### config.mk
export PLATFORM = sky130hd
export DESIGN_NAME = register_rename_table
export DESIGN_NICKNAME = d
export VERILOG_FILES = /design/src/rtl/register_rename_table_pkg.sv /design/src/rtl/register_rename_table_free_list.sv /design/src/rtl/register_rename_table.sv
export SDC_FILE = /design/constraint.sdc
export NUM_CORES = 1
export LEC_CHECK = 0
export BUFFER_PORTS_ARGS = -buffer_cell sky130_fd_sc_hd__buf_2
export CORE_MARGIN = 3
export CORE_UTILIZATION = 40
export DETAILED_ROUTE_END_ITERATION = 7
export GPL_ROUTABILITY_DRIVEN = 1
export PLACE_DENSITY = 0.52
export SLEW_MARGIN = 20
export SYNTH_ARGS = -nofsm -noshare
export SYNTH_HDL_FRONTEND = slang
export SYNTH_SLANG_ARGS = --single-unit
### constraint.sdc
create_clock -name clk -period 5.5 [get_ports clk]
set_input_delay 1.1 -clock clk [delete_from_list [all_inputs] [get_ports clk]]
set_output_delay 1.1 -clock clk [all_outputs]
set_load 0.01 [all_outputs]
### src/rtl/register_rename_table_pkg.sv
// Shared types and default sizes for the register rename table and its free list.
// Optional free-list checking is enabled by defining RENAME_FREELIST_CHECK_EN.
package register_rename_table_pkg;

    localparam int NUM_LOGICAL  = 32;
    localparam int NUM_PHYSICAL = 64;
    localparam int PW           = $clog2(NUM_PHYSICAL);
    localparam int LW           = 5;

    typedef logic [PW-1:0] PhysReg;
    typedef logic [LW-1:0] LogReg;

    typedef enum logic {
        NORMAL  = 1'b0,
        RESTORE = 1'b1
    } rename_state_t;

    typedef struct packed {
        LogReg  logical;
        PhysReg physical;
    } rename_pairing_t;

    // Logical register 0 is hardwired and never receives a new physical tag.
    function automatic logic is_renamed(input LogReg dst, input logic dst_wr);
        return dst_wr && (dst != '0);
    endfunction

endpackage

### src/rtl/register_rename_table_free_list.sv
// Circular FIFO of free physical tags, preloaded with the tags not mapped at reset.
// With RENAME_FREELIST_CHECK_EN defined, a free bitmap flags and drops illegal pushes/pops.
module register_rename_table_free_list #(
    parameter int NUM_LOGICAL  = 32,
    parameter int NUM_PHYSICAL = 64,
    localparam int PW          = $clog2(NUM_PHYSICAL)
) (
    input  logic          clk,
    input  logic          rst_n,
    input  logic          push,
    input  logic [PW-1:0] push_tag,
    input  logic          pop,
    output logic [PW-1:0] head_tag,
    output logic          empty,
    output logic          err
);

    localparam int INIT_FREE = NUM_PHYSICAL - NUM_LOGICAL;

    logic [PW-1:0] mem [NUM_PHYSICAL];
    logic [PW-1:0] head;
    logic [PW-1:0] tail;
    logic [PW:0]   count;
    logic          push_ok;
    logic          pop_ok;

    assign head_tag = mem[head];
    assign empty    = (count == '0);

`ifdef RENAME_FREELIST_CHECK_EN
    logic [NUM_PHYSICAL-1:0] free_map;
    logic                    full;
    logic                    bad_push;
    logic                    bad_pop;

    assign full     = (count == (PW+1)'(NUM_PHYSICAL));
    assign bad_push = push && (full || (push_tag == '0) || free_map[push_tag]);
    assign bad_pop  = pop && empty;
    assign push_ok  = push && !bad_push;
    assign pop_ok   = pop && !bad_pop;

    always_ff @(posedge clk or negedge rst_n) begin
        if (!rst_n) begin
            free_map <= {{INIT_FREE{1'b1}}, {NUM_LOGICAL{1'b0}}};
            err      <= 1'b0;
        end else begin
            if (bad_push || bad_pop)
                err <= 1'b1;
            if (pop_ok)
                free_map[head_tag] <= 1'b0;
            if (push_ok)
                free_map[push_tag] <= 1'b1;
        end
    end
`else
    assign push_ok = push;
    assign pop_ok  = pop;
    assign err     = 1'b0;
`endif

    // NOTE: the FIFO storage is reset too: its initial contents are the architectural
    // free tags, not don't-cares, so a storage array without reset would be wrong here.
    always_ff @(posedge clk or negedge rst_n) begin
        if (!rst_n) begin
            for (int i = 0; i < NUM_PHYSICAL; i++)
                mem[i] <= (i < INIT_FREE) ? PW'(NUM_LOGICAL + i) : '0;
            head  <= '0;
            tail  <= PW'(INIT_FREE);
            count <= (PW+1)'(INIT_FREE);
        end else begin
            if (push_ok) begin
                mem[tail] <= push_tag;
                tail      <= tail + 1'b1;
            end
            if (pop_ok)
                head <= head + 1'b1;
            case ({push_ok, pop_ok})
                2'b10:   count <= count + 1'b1;
                2'b01:   count <= count - 1'b1;
                default: count <= count;
            endcase
        end
    end

endmodule

### src/rtl/register_rename_table.sv
// Front-end rename: map table, free-list allocation, displaced-pairing output and flush walk-back.
// Free-list error checking is compiled in when RENAME_FREELIST_CHECK_EN is defined.
module register_rename_table #(
    parameter int NUM_LOGICAL  = 32,
    parameter int NUM_PHYSICAL = 64,
    localparam int PW          = $clog2(NUM_PHYSICAL)
) (
    input  logic          clk,
    input  logic          rst_n,
    input  logic          i_ren_valid,
    output logic          o_ren_ready,
    input  logic [4:0]    i_src_a,
    input  logic [4:0]    i_src_b,
    input  logic [4:0]    i_dst,
    input  logic          i_dst_wr,
    output logic          o_out_valid,
    output logic [PW-1:0] o_phys_a,
    output logic [PW-1:0] o_phys_b,
    output logic [PW-1:0] o_phys_dst,
    output logic          o_add_mapping,
    output logic [4:0]    o_prev_logical,
    output logic [PW-1:0] o_prev_physical,
    input  logic          i_commit_free_valid,
    input  logic [PW-1:0] i_commit_free_phys,
    input  logic          i_flush,
    input  logic          i_restore_valid,
    output logic          o_restore_ready,
    input  logic [4:0]    i_restore_logical,
    input  logic [PW-1:0] i_restore_physical,
    input  logic [PW-1:0] i_restore_squashed,
    input  logic          i_restore_done,
    output logic          o_err
);

    import register_rename_table_pkg::*;

    rename_state_t   state;
    rename_pairing_t displaced;
    logic [PW-1:0]   map [NUM_LOGICAL];

    logic            accept;
    logic            alloc;
    logic            restore_accept;
    logic            fl_push;
    logic [PW-1:0]   fl_push_tag;
    logic [PW-1:0]   fl_head_tag;
    logic            fl_empty;

    assign o_ren_ready     = (state == NORMAL) && (!fl_empty || !i_dst_wr || (i_dst == '0));
    assign accept          = i_ren_valid && o_ren_ready;
    assign alloc           = accept && is_renamed(i_dst, i_dst_wr);

    // The free list takes one push per cycle; a commit free wins over a restore pairing.
    assign o_restore_ready = (state == RESTORE) && !i_commit_free_valid;
    assign restore_accept  = i_restore_valid && o_restore_ready;
    assign fl_push         = i_commit_free_valid || restore_accept;
    assign fl_push_tag     = i_commit_free_valid ? i_commit_free_phys : i_restore_squashed;

    register_rename_table_free_list #(
        .NUM_LOGICAL  (NUM_LOGICAL),
        .NUM_PHYSICAL (NUM_PHYSICAL)
    ) u_free_list (
        .clk      (clk),
        .rst_n    (rst_n),
        .push     (fl_push),
        .push_tag (fl_push_tag),
        .pop      (alloc),
        .head_tag (fl_head_tag),
        .empty    (fl_empty),
        .err      (o_err)
    );

    always_ff @(posedge clk or negedge rst_n) begin
        if (!rst_n) begin
            state <= NORMAL;
        end else begin
            case (state)
                NORMAL:  if (i_flush) state <= RESTORE;
                RESTORE: if (!i_flush && i_restore_done) state <= NORMAL;
                default: state <= NORMAL;
            endcase
        end
    end

    // Rename and restore never coincide: allocation only happens in NORMAL, restore only in RESTORE.
    always_ff @(posedge clk or negedge rst_n) begin
        if (!rst_n) begin
            for (int i = 0; i < NUM_LOGICAL; i++)
                map[i] <= PW'(i);
        end else if (alloc) begin
            map[i_dst] <= fl_head_tag;
        end else if (restore_accept && (i_restore_logical != '0)) begin
            map[i_restore_logical] <= i_restore_physical;
        end
    end

    // NOTE: non-blocking assignments mean every map read below sees the value from before
    // this cycle's update, which is exactly why "add r1,r1,r2" reads the old r1.
    always_ff @(posedge clk or negedge rst_n) begin
        if (!rst_n) begin
            o_out_valid   <= 1'b0;
            o_phys_a      <= '0;
            o_phys_b      <= '0;
            o_phys_dst    <= '0;
            o_add_mapping <= 1'b0;
            displaced     <= '0;
        end else begin
            o_out_valid   <= accept;
            o_phys_a      <= accept ? map[i_src_a] : '0;
            o_phys_b      <= accept ? map[i_src_b] : '0;
            o_phys_dst    <= alloc ? fl_head_tag : '0;
            o_add_mapping <= alloc;
            displaced     <= alloc ? '{logical: i_dst, physical: map[i_dst]} : '0;
        end
    end

    assign o_prev_logical  = displaced.logical;
    assign o_prev_physical = displaced.physical;

endmodule

Word-level counts from Yosys, hierarchy flattened
Index checks and enable logic that the tools add are counted.
{"block": "word_totals", "output_inout_bits": 34, "regBits": 627}
{"block": "op_classes", "magnitude_cmp": 9, "addsub": 4, "n_eq_ne": 2, "n_reduce_logical": 24, "mux": 32, "n_bitwise": 7}
{"op": "$bwmux W192", "count": 2}
{"op": "$bwmux W384", "count": 1}
{"op": "$mux W192", "count": 2}
{"op": "$bmux W6 S5", "count": 3}
{"op": "$mux W6", "count": 15}
{"op": "$demux W6 S5", "count": 2}
{"op": "$bmux W6 S6", "count": 1}
{"op": "$demux W6 S6", "count": 1}
{"op": "$ge A6 B6 Y1 const B", "count": 4}
{"op": "$not A5 Y6", "count": 4}
{"op": "$ge A7 B7 Y1 const B", "count": 2}
{"op": "$not A6 Y7", "count": 2}
{"op": "$pmux W7 S2", "count": 1}
{"op": "$add A6 B1 Y6 const B", "count": 2}
{"op": "$lt A6 B1 Y1 const B", "count": 2}
{"op": "$logic_and A1 B1 Y1", "count": 11}
{"op": "$mux W11", "count": 1}
{"op": "$reduce_bool A5 Y1", "count": 2}
{"op": "$add A7 B1 Y7 const B", "count": 1}
{"op": "$logic_not A7 Y1", "count": 1}
{"op": "$lt A7 B1 Y1 const B", "count": 1}
{"op": "$sub A7 B1 Y7 const B", "count": 1}
{"op": "$logic_not A5 Y1", "count": 1}
{"op": "$logic_not A1 Y1", "count": 4}
{"op": "7 further kinds", "count": 11}

Logic depth before layout (Yosys ltp)
Gate-level depths: netlist of the first run.
{"block": "depth", "word_depth": 9, "mapped_depth": 17, "depth_no_buf": 13}

Hierarchy
A second synthesis of the first run with hierarchy kept.
{"block": "unflattened", "cells_unflattened": 2798, "area_unflattened_um2": 34043.9}
{"module": "register_rename_table_free_list", "instances": 1, "area_each_um2": 18924.4, "cells_each": 1311, "seq_area_each_um2": 10227.3}
{"module": "register_rename_table", "instances": 1, "area_each_um2": 15119.5, "cells_each": 1487, "seq_area_each_um2": 5705.5}

Worst setup path after synthesis of the first run
No wires, ideal clock.
{"block": "synth_path", "kind": "input port to flip-flop", "start": "input port i_dst[3]", "end": "register u_free_list.count[6]", "path_slack_ns": 1.073, "t_arrival_ns": 4.348, "required_ns": 5.421, "cell_stages": 17, "setup_ns": 0.079, "path_cell_list": "buf_2 -> nor3_1 -> a21boi_2 -> nand2_2 -> inv_2 -> buf_2 -> buf_2 -> ha_1 -> clkbuf_1 -> xor2_1 -> ha_1 -> or3b_2 -> a21boi_0 -> a221o_1 -> a41oi_1 -> a31oi_1 -> xor2_1"}
{"block": "synth_between", "elab_chain_cells": 7}
{"item": "from (decl)", "line": "register_rename_table.sv:14", "rtl": "input logic [4:0] i_dst,"}
{"item": "$logic_not A5 Y1", "line": "register_rename_table.sv:49", "rtl": "assign o_ren_ready = (state == NORMAL) && (!fl_empty || !i_dst_wr || (i_dst == '0));"}
{"item": "$logic_or A1 B1 Y1", "line": "register_rename_table.sv:49"}
{"item": "$logic_and A1 B1 Y1", "line": "register_rename_table.sv:49"}
{"item": "$logic_and A1 B1 Y1", "line": "register_rename_table.sv:50", "rtl": "assign accept = i_ren_valid && o_ren_ready;"}
{"item": "$logic_and A1 B1 Y1 *", "line": "register_rename_table.sv:51", "rtl": "assign alloc = accept && is_renamed(i_dst, i_dst_wr);"}
{"item": "via alloc", "line": "register_rename_table.sv:42", "rtl": "logic alloc;"}
{"item": "$eq A2 B1 Y1 or $eq A2 B2 Y1 (tied branches)", "line": "register_rename_table_free_list.sv:77", "rtl": "case ({push_ok, pop_ok})"}
{"item": "$pmux W7 S2 or $reduce_bool A2 Y1 (tied branches)"}
{"item": "to (signal assigned)", "line": "register_rename_table_free_list.sv:78", "rtl": "2'b10: count <= count + 1'b1;"}
{"item": "to (signal assigned)", "line": "register_rename_table_free_list.sv:79", "rtl": "2'b01: count <= count - 1'b1;"}
{"item": "to (signal assigned)", "line": "register_rename_table_free_list.sv:80", "rtl": "default: count <= count;"}
{"item": "to (decl)", "line": "register_rename_table_free_list.sv:23", "rtl": "logic [PW:0] count;"}
The timed path passes the listed nets; every way through them passes the cells marked *.
A chain may end at the register's enable or synchronous reset.

Worst setup path after layout of the first run
{"block": "layout_path", "start": "input port i_dst[2]", "end": "register u_free_list.count[6]"}
{"block": "layout_between", "elab_chain_cells": 7}
{"item": "$logic_not A5 Y1", "line": "register_rename_table.sv:49"}
{"item": "$logic_or A1 B1 Y1", "line": "register_rename_table.sv:49"}
{"item": "$logic_and A1 B1 Y1", "line": "register_rename_table.sv:49"}
{"item": "$logic_and A1 B1 Y1", "line": "register_rename_table.sv:50"}
{"item": "$logic_and A1 B1 Y1 *", "line": "register_rename_table.sv:51"}
{"item": "$eq A2 B1 Y1 or $eq A2 B2 Y1 (tied branches)", "line": "register_rename_table_free_list.sv:77"}
{"item": "$pmux W7 S2 or $reduce_bool A2 Y1 (tied branches)"}
Every way passes the cells marked *; elsewhere a longest branch is shown, timed or not.

==> impl_metrics.tcl, run 1 <==
set metrics [dict create \
    dp_hpwl_mm 72.9 \
    post-cts-setup-buffers 0 \
    wirelength_mm 110 \
    status "finished, final reports clean" \
    first_global_vias 25150 \
    cts.clk_slew.worst_paths_ns 0.06 \
    initial_core_util 0.406 \
    synth_cell_types 70 \
    grt_first_pass_wirelength_mm 166 \
    swShare 0.373 \
    core_um2 81100 \
    p_clk_frac 0.261 \
    first_pass_iters 6 \
    combPwrFrac 0.336 \
    die_h_um 293 \
    critPathRequiredTime_ns 6.03 \
    synth_edf_count 0 \
    ys_ff_latch 627 \
    cp.arrival_ns 4.37 \
    vias 25415 \
    synthCells 3002 \
    p_int_mw 12.1 \
    fin_nets 2990 \
    cp-end-kind "register" \
    critPathLaunchType "primary input" \
    synth_top_cell_area_share 0.329 \
    clk_latency_ns 0.63 \
    finalSetupTns_ns 0 \
    seqPwrFrac 0.404 \
    drv_slew 0 \
    synth.most_common_cell "dfrtp_1" \
    cellLeakagePower_nw 14.7 \
    drt_iter0_markers 2833 \
    syn_area_per_cell_um2 11.0 \
    drc_errors 0 \
    row_count 104 \
    holdBufCountCts 0 \
    htree_num_levels 3 \
    root_buffer "clkbuf_16" \
    grt.total_usage 0.257 \
    p_switching_mw 7.19 \
    max-slew-margin-rel 0.216 \
    cap_violations 0 \
    postCtsResizedCells 0 \
    seq_area_frac_synth 0.484 \
    cts-buffers-inserted 73 \
    synth_area_leader_cell "dfrtp_1" \
    synth_common_cells "433 x dfrtp_1, 419 x nand2_1, 323 x nor2_1, 234 x o21ai_0, 228 x mux4_2" \
    async_flop_share 1.00 \
    overflow 0 \
    power_density_nw_per_um2 530 \
    setup.worst_path.class "in -> reg" \
    io_pins 80 \
    drive_above_1_share 0.255 \
    min_period_ns 3.84 \
    syn_to_final_growth_pct 10.5 \
    antenna_found_initial 5 \
    die_w_um 293 \
    clock_path_buffers 3 \
    finClkSkew_ns 0.0227 \
    grt_max_degree 138 \
    drtAntennaViolNets 0 \
    crit_fanout 23 \
    netlist_area_um2 32900 \
    fmax_mhz 261 \
    final-setup-viol-count 0 \
    synth_nets 3053 \
    finalCritPeriodShare 0.697 \
    fillers 7531 \
    peakVddDrop_mv 0.651 \
    hold_viol_final 0 \
    cts_tree "done" \
    rsz0062_at_grt "no" \
    netlist_top_cells_area "dfrtp_1 33%, mux4_2 16%, dfstp_2 15%" \
    place_congestion 0.940 \
    port_buffers 78 \
    worst_pin_slew_ns 1.17 \
    vias_per_cell 6.26 \
    cts_sinks 627 \
    yosysWarnings 0 \
    hold_ws_ns 0.419 \
    dieArea_um2 85800 \
    synth_ff_type "dfrtp_1" \
    hold_class "reg -> reg" \
    routedWlPerCell_um 27.2 \
]
[registers in the layout (all words and copies together), names as in the netlist]
name	cells
u_free_list.count	7
o_prev_physical	6
o_phys_b	6
u_free_list.head	6
o_phys_a	6
o_out_valid	1
o_add_mapping	1
o_phys_dst	6
map	192
u_free_list.mem	384
u_free_list.tail	6
o_prev_logical	5
state	1
[power by group through the flow]
stage | Clock, mW | Sequential (mW) | Combinational (mW)
3_3_place_gp | 0 | 7.73 | 6.28
2_1_floorplan | 0 | 7.17 | 5.05
3_5_place_dp | 0 | 7.83 | 6.40
6_report | 5.03 | 7.78 | 6.48
5_1_grt | 5.32 | 7.98 | 6.95
4_1_cts | 5.13 | 7.76 | 6.41
[cell families (layout without fill, tap and decap cells)]
| family | after synthesis | in the layout | synth area share |
|---|---|---|---|
| multiplexers | 338 | 338 | 0.191 |
| adder cells (fa/ha/maj) | 5 | 5 | 0.00190 |
| XOR/XNOR | 18 | 18 | 0.00479 |
| AND/OR/NAND/NOR | 945 | 945 | 0.122 |
| flip-flops | 627 | 627 | 0.484 |
| buffers and inverters | 297 | 294 | 0.0435 |
| AO/OA/AOI/OAI | 771 | 771 | 0.153 |
| other | 1 | 2 | 0.000114 |
[per-layer routing]
layer,GRT usage,wire [µm],up-vias
met1,0.365,46500,12856
met4,0.0961,4130,6
met5,0,40,-
met2,0.380,48500,1341
met3,0.0663,11100,264
li1,-,-,10948
[critical path, stage by stage]
cell	delay (ns)
buf_2	0.42
nor3_1	0.22
a21boi_2	0.31
nand2_2	0.09
inv_2	0.06
ha_1	0.41
xor2_1	0.19
ha_1	0.21
or3b_2	0.45
a21boi_0	0.18
a221o_1	0.21
a41oi_1	0.13
a31oi_1	0.21
xor2_1	0.15
[cells in the final DEF, fill, tap and decap left out, types with 33 or more instances in the layout]
| cell | synthesis | final |
|---|---|---|
| mux2i_1 | 82 | 76 |
| o211ai_1 | 33 | 33 |
| a21oi_1 | 217 | 217 |
| o221ai_1 | 100 | 100 |
| mux4_2 | 228 | 228 |
| nand3_1 | 74 | 74 |
| dfrtp_1 | 433 | 431 |
| buf_2 | 41 | 74 |
| buf_4 | 6 | 51 |
| clkbuf_16 | 0 | 73 |
| nor2_1 | 323 | 323 |
| dfstp_2 | 194 | 194 |
| nand2_1 | 419 | 419 |
| o21ai_0 | 234 | 234 |
[final timing paths]
| check | startpoint | endpoint | slack (ns) | cells past startpoint |
|---|---|---|---|---|
| setup / recovery | i_dst[2] | u_free_list.count[6] | 1.66 | 14 |
| hold / removal | map[190] | map[190] | 0.42 | 0 |
| setup reg to reg | u_free_list.head[0] | map[176] | 1.69 | 8 |
| hold reg to reg | map[190] | map[190] | 0.42 | 0 |
| max in group asynchronous | rst_n | u_free_list.mem[22] | 3.52 | 2 |
| min in group asynchronous | rst_n | o_phys_dst[3] | 0.51 | 1 |
[metrics by stage]
step	instances	worst slack, ns	area [µm²]	total power, mW	utilization
after global routing	4059	1.35	36400	20.3	0.449
after floorplan	3002	1.07	32900	12.2	-
after CTS	4059	1.70	36400	19.3	0.449
after detailed placement	3924	1.08	33900	14.2	0.418
after global placement	3924	1.11	33900	14.0	0.418
final	4060	1.66	36400	19.3	0.449
[area by class of cell]
type / instances / area [µm²] / area share
timing repair buffer: 131 / 868 / 0.0239
antenna: 1 / 2.50 / 0.0000688
tap: 1060 / 1330 / 0.0365
clock inverter: 24 / 348 / 0.00956
clock buffer: 111 / 2160 / 0.0594
inverter: 28 / 105 / 0.00289
multi-input combinational: 2078 / 15600 / 0.430
sequential: 627 / 15900 / 0.438
No activity file was read; power rests on OpenSTA's default activity.
==> run 2: changes to the inputs <==
==> constraint.sdc (replaced) <==
create_clock -name clk -period 4 [get_ports clk]
set_input_delay 0.8 -clock clk [delete_from_list [all_inputs] [get_ports clk]]
set_output_delay 0.8 -clock clk [all_outputs]
set_load 0.01 [all_outputs]
==> run 2 against run 1 <==
  * Global-route usage grew 0.45 points
  * Clock-buffer cell count grew 5
  * First-iteration DRC count shrank 6.1%
  * Largest cell class unchanged
  * Highest routed layer unchanged
==> impl_metrics.tcl, run 2 (same netlist as run 1, synthesis figures left out) <==
set metrics [dict create \
    grt.total_usage 0.262 \
    dpl.cell_count 3981 \
    worst_pin_slew_ns 1.02 \
    root_buffer "clkbuf_16" \
    antenna_found_initial 8 \
    finalCritPeriodShare 0.823 \
    cts_tree "done" \
    drv_slew 0 \
    first_pass_iters 6 \
    dp_hpwl_mm 74.6 \
    drc_errors 0 \
    min_period_ns 3.29 \
    final-setup-viol-count 0 \
    holdBufCountCts 0 \
    row_count 104 \
    drt_iter0_markers 2659 \
    final_common_cell "dfrtp_1" \
    fin_util 0.453 \
    clk_latency_ns 0.64 \
    hold_viol_final 0 \
    multi_input_area_um2 15600 \
    initial_core_util 0.406 \
    port_buffers 78 \
    layout_common_cells "431 x dfrtp_1, 419 x nand2_1, 323 x nor2_1, 234 x o21ai_0, 228 x mux4_2" \
    io_pins 80 \
    peakVddDrop_mv 0.638 \
    cts_sinks 627 \
    post-cts-setup-buffers 0 \
    critPathLaunchType "register" \
    finalSetupTns_ns 0 \
    setup.worst_path.class "reg -> reg" \
    syn_to_final_growth_pct 11.6 \
    grt_use_met1 0.366 \
    drtAntennaViolNets 0 \
    r2r_start "u_free_list.head[1]" \
    max-slew-margin-rel 0.316 \
    overflow 0 \
    largest_reg_flops 384 \
    pre_cts_ws_ns 0.270 \
    setup_ws_ns 0.707 \
    critPathRequiredTime_ns 4.45 \
    fmax_mhz 304 \
    cts.clk_slew.worst_paths_ns 0.06 \
    core_um2 81100 \
    hold_class "in -> async" \
    hold_ws_ns 0.219 \
    routedWlPerCell_um 27.0 \
    worstSetupStartpoint "u_free_list.head[1]" \
    fin_nets 3048 \
    use_met2 0.384 \
    vias 25600 \
    vias_per_cell 6.21 \
    finClkSkew_ns 0.0400 \
    rsz0062_at_grt "no" \
    cellLeakagePower_nw 14.9 \
    regMostFlops "u_free_list.mem" \
    wirelength_mm 111 \
    die_h_um 293 \
    htree_num_levels 3 \
    grt_first_pass_wirelength_mm 169 \
    seqCellArea_um2 15900 \
    die_w_um 293 \
    place_congestion 0.946 \
    fillers 7489 \
    grt_max_degree 94 \
    power_density_nw_per_um2 713 \
    cp.arrival_ns 3.75 \
    reg.largest.list "u_free_list.mem (384), map (192), u_free_list.count (7)" \
    clock_path_buffers 3 \
    dieArea_um2 85800 \
    drive_above_1_share 0.266 \
    r2r_cells 6 \
    postCtsResizedCells 0 \
    grtUsageMet3 0.0745 \
    cp-end-kind "register" \
    cap_violations 0 \
    crit_fanout 40 \
    first_global_vias 25567 \
    layoutNonFillerInstCount 4123 \
    cts-buffers-inserted 74 \
    grt_busiest_layer "met2" \
    status "finished, final reports clean" \
]
run 2: cell types whose count changed in the layout (fill, tap and decap cells not counted), sizes merged:
cell	previous run	this run
buf	131	188
bufinv	5	0
clkbuf	111	116
clkinv	16	18
clkinvlp	2	1
diode	1	6
run 2: power by group:
group,switching (mW),internal (mW),total [mW]
sequential,1.69,8.93,10.6
clock,2.82,3.75,6.57
combinational,5.26,3.73,9.00
run 2: layer usage:
| metal | vias to the layer above | routed length [µm] |
|---|---|---|
| met5 | - | 24 |
| met4 | 4 | 4960 |
| met3 | 283 | 11300 |
| met2 | 1258 | 48100 |
| met1 | 12979 | 47100 |
| li1 | 11076 | - |
run 2: worst max-delay path: stages, from the launching register on:
cell      delay [ns]
dfrtp_4         0.85
buf_12          0.26
mux4_2          0.34
mux2_2          0.29
o211ai_1        0.39
a22o_4          0.70
o221ai_2        0.20
run 2: layout make-up:
type	count	share of cell area
clock buffer	116	0.0588
clock inverter	20	0.00518
multi-input combinational	2078	0.425
sequential	627	0.434
tap	1060	0.0361
antenna	6	0.000409
inverter	28	0.00286
timing repair buffer	188	0.0373
run 2: through the flow:
stage,area (µm²),power [mW]
floorplan,32900,16.8
global placement,34400,19.3
detailed placement,34400,19.6
CTS,36700,26.3
global route,36700,27.6
finish,36700,26.2
run 2: path summary, 6_finish.rpt:
check,end,slack [ns]
min in group clk,state,0.37
max reg2reg,map[85],0.71
min reg2reg,map[191],0.42
max,map[85],0.71
max in group asynchronous,map[154],2.78
min,u_free_list.mem[330],0.22
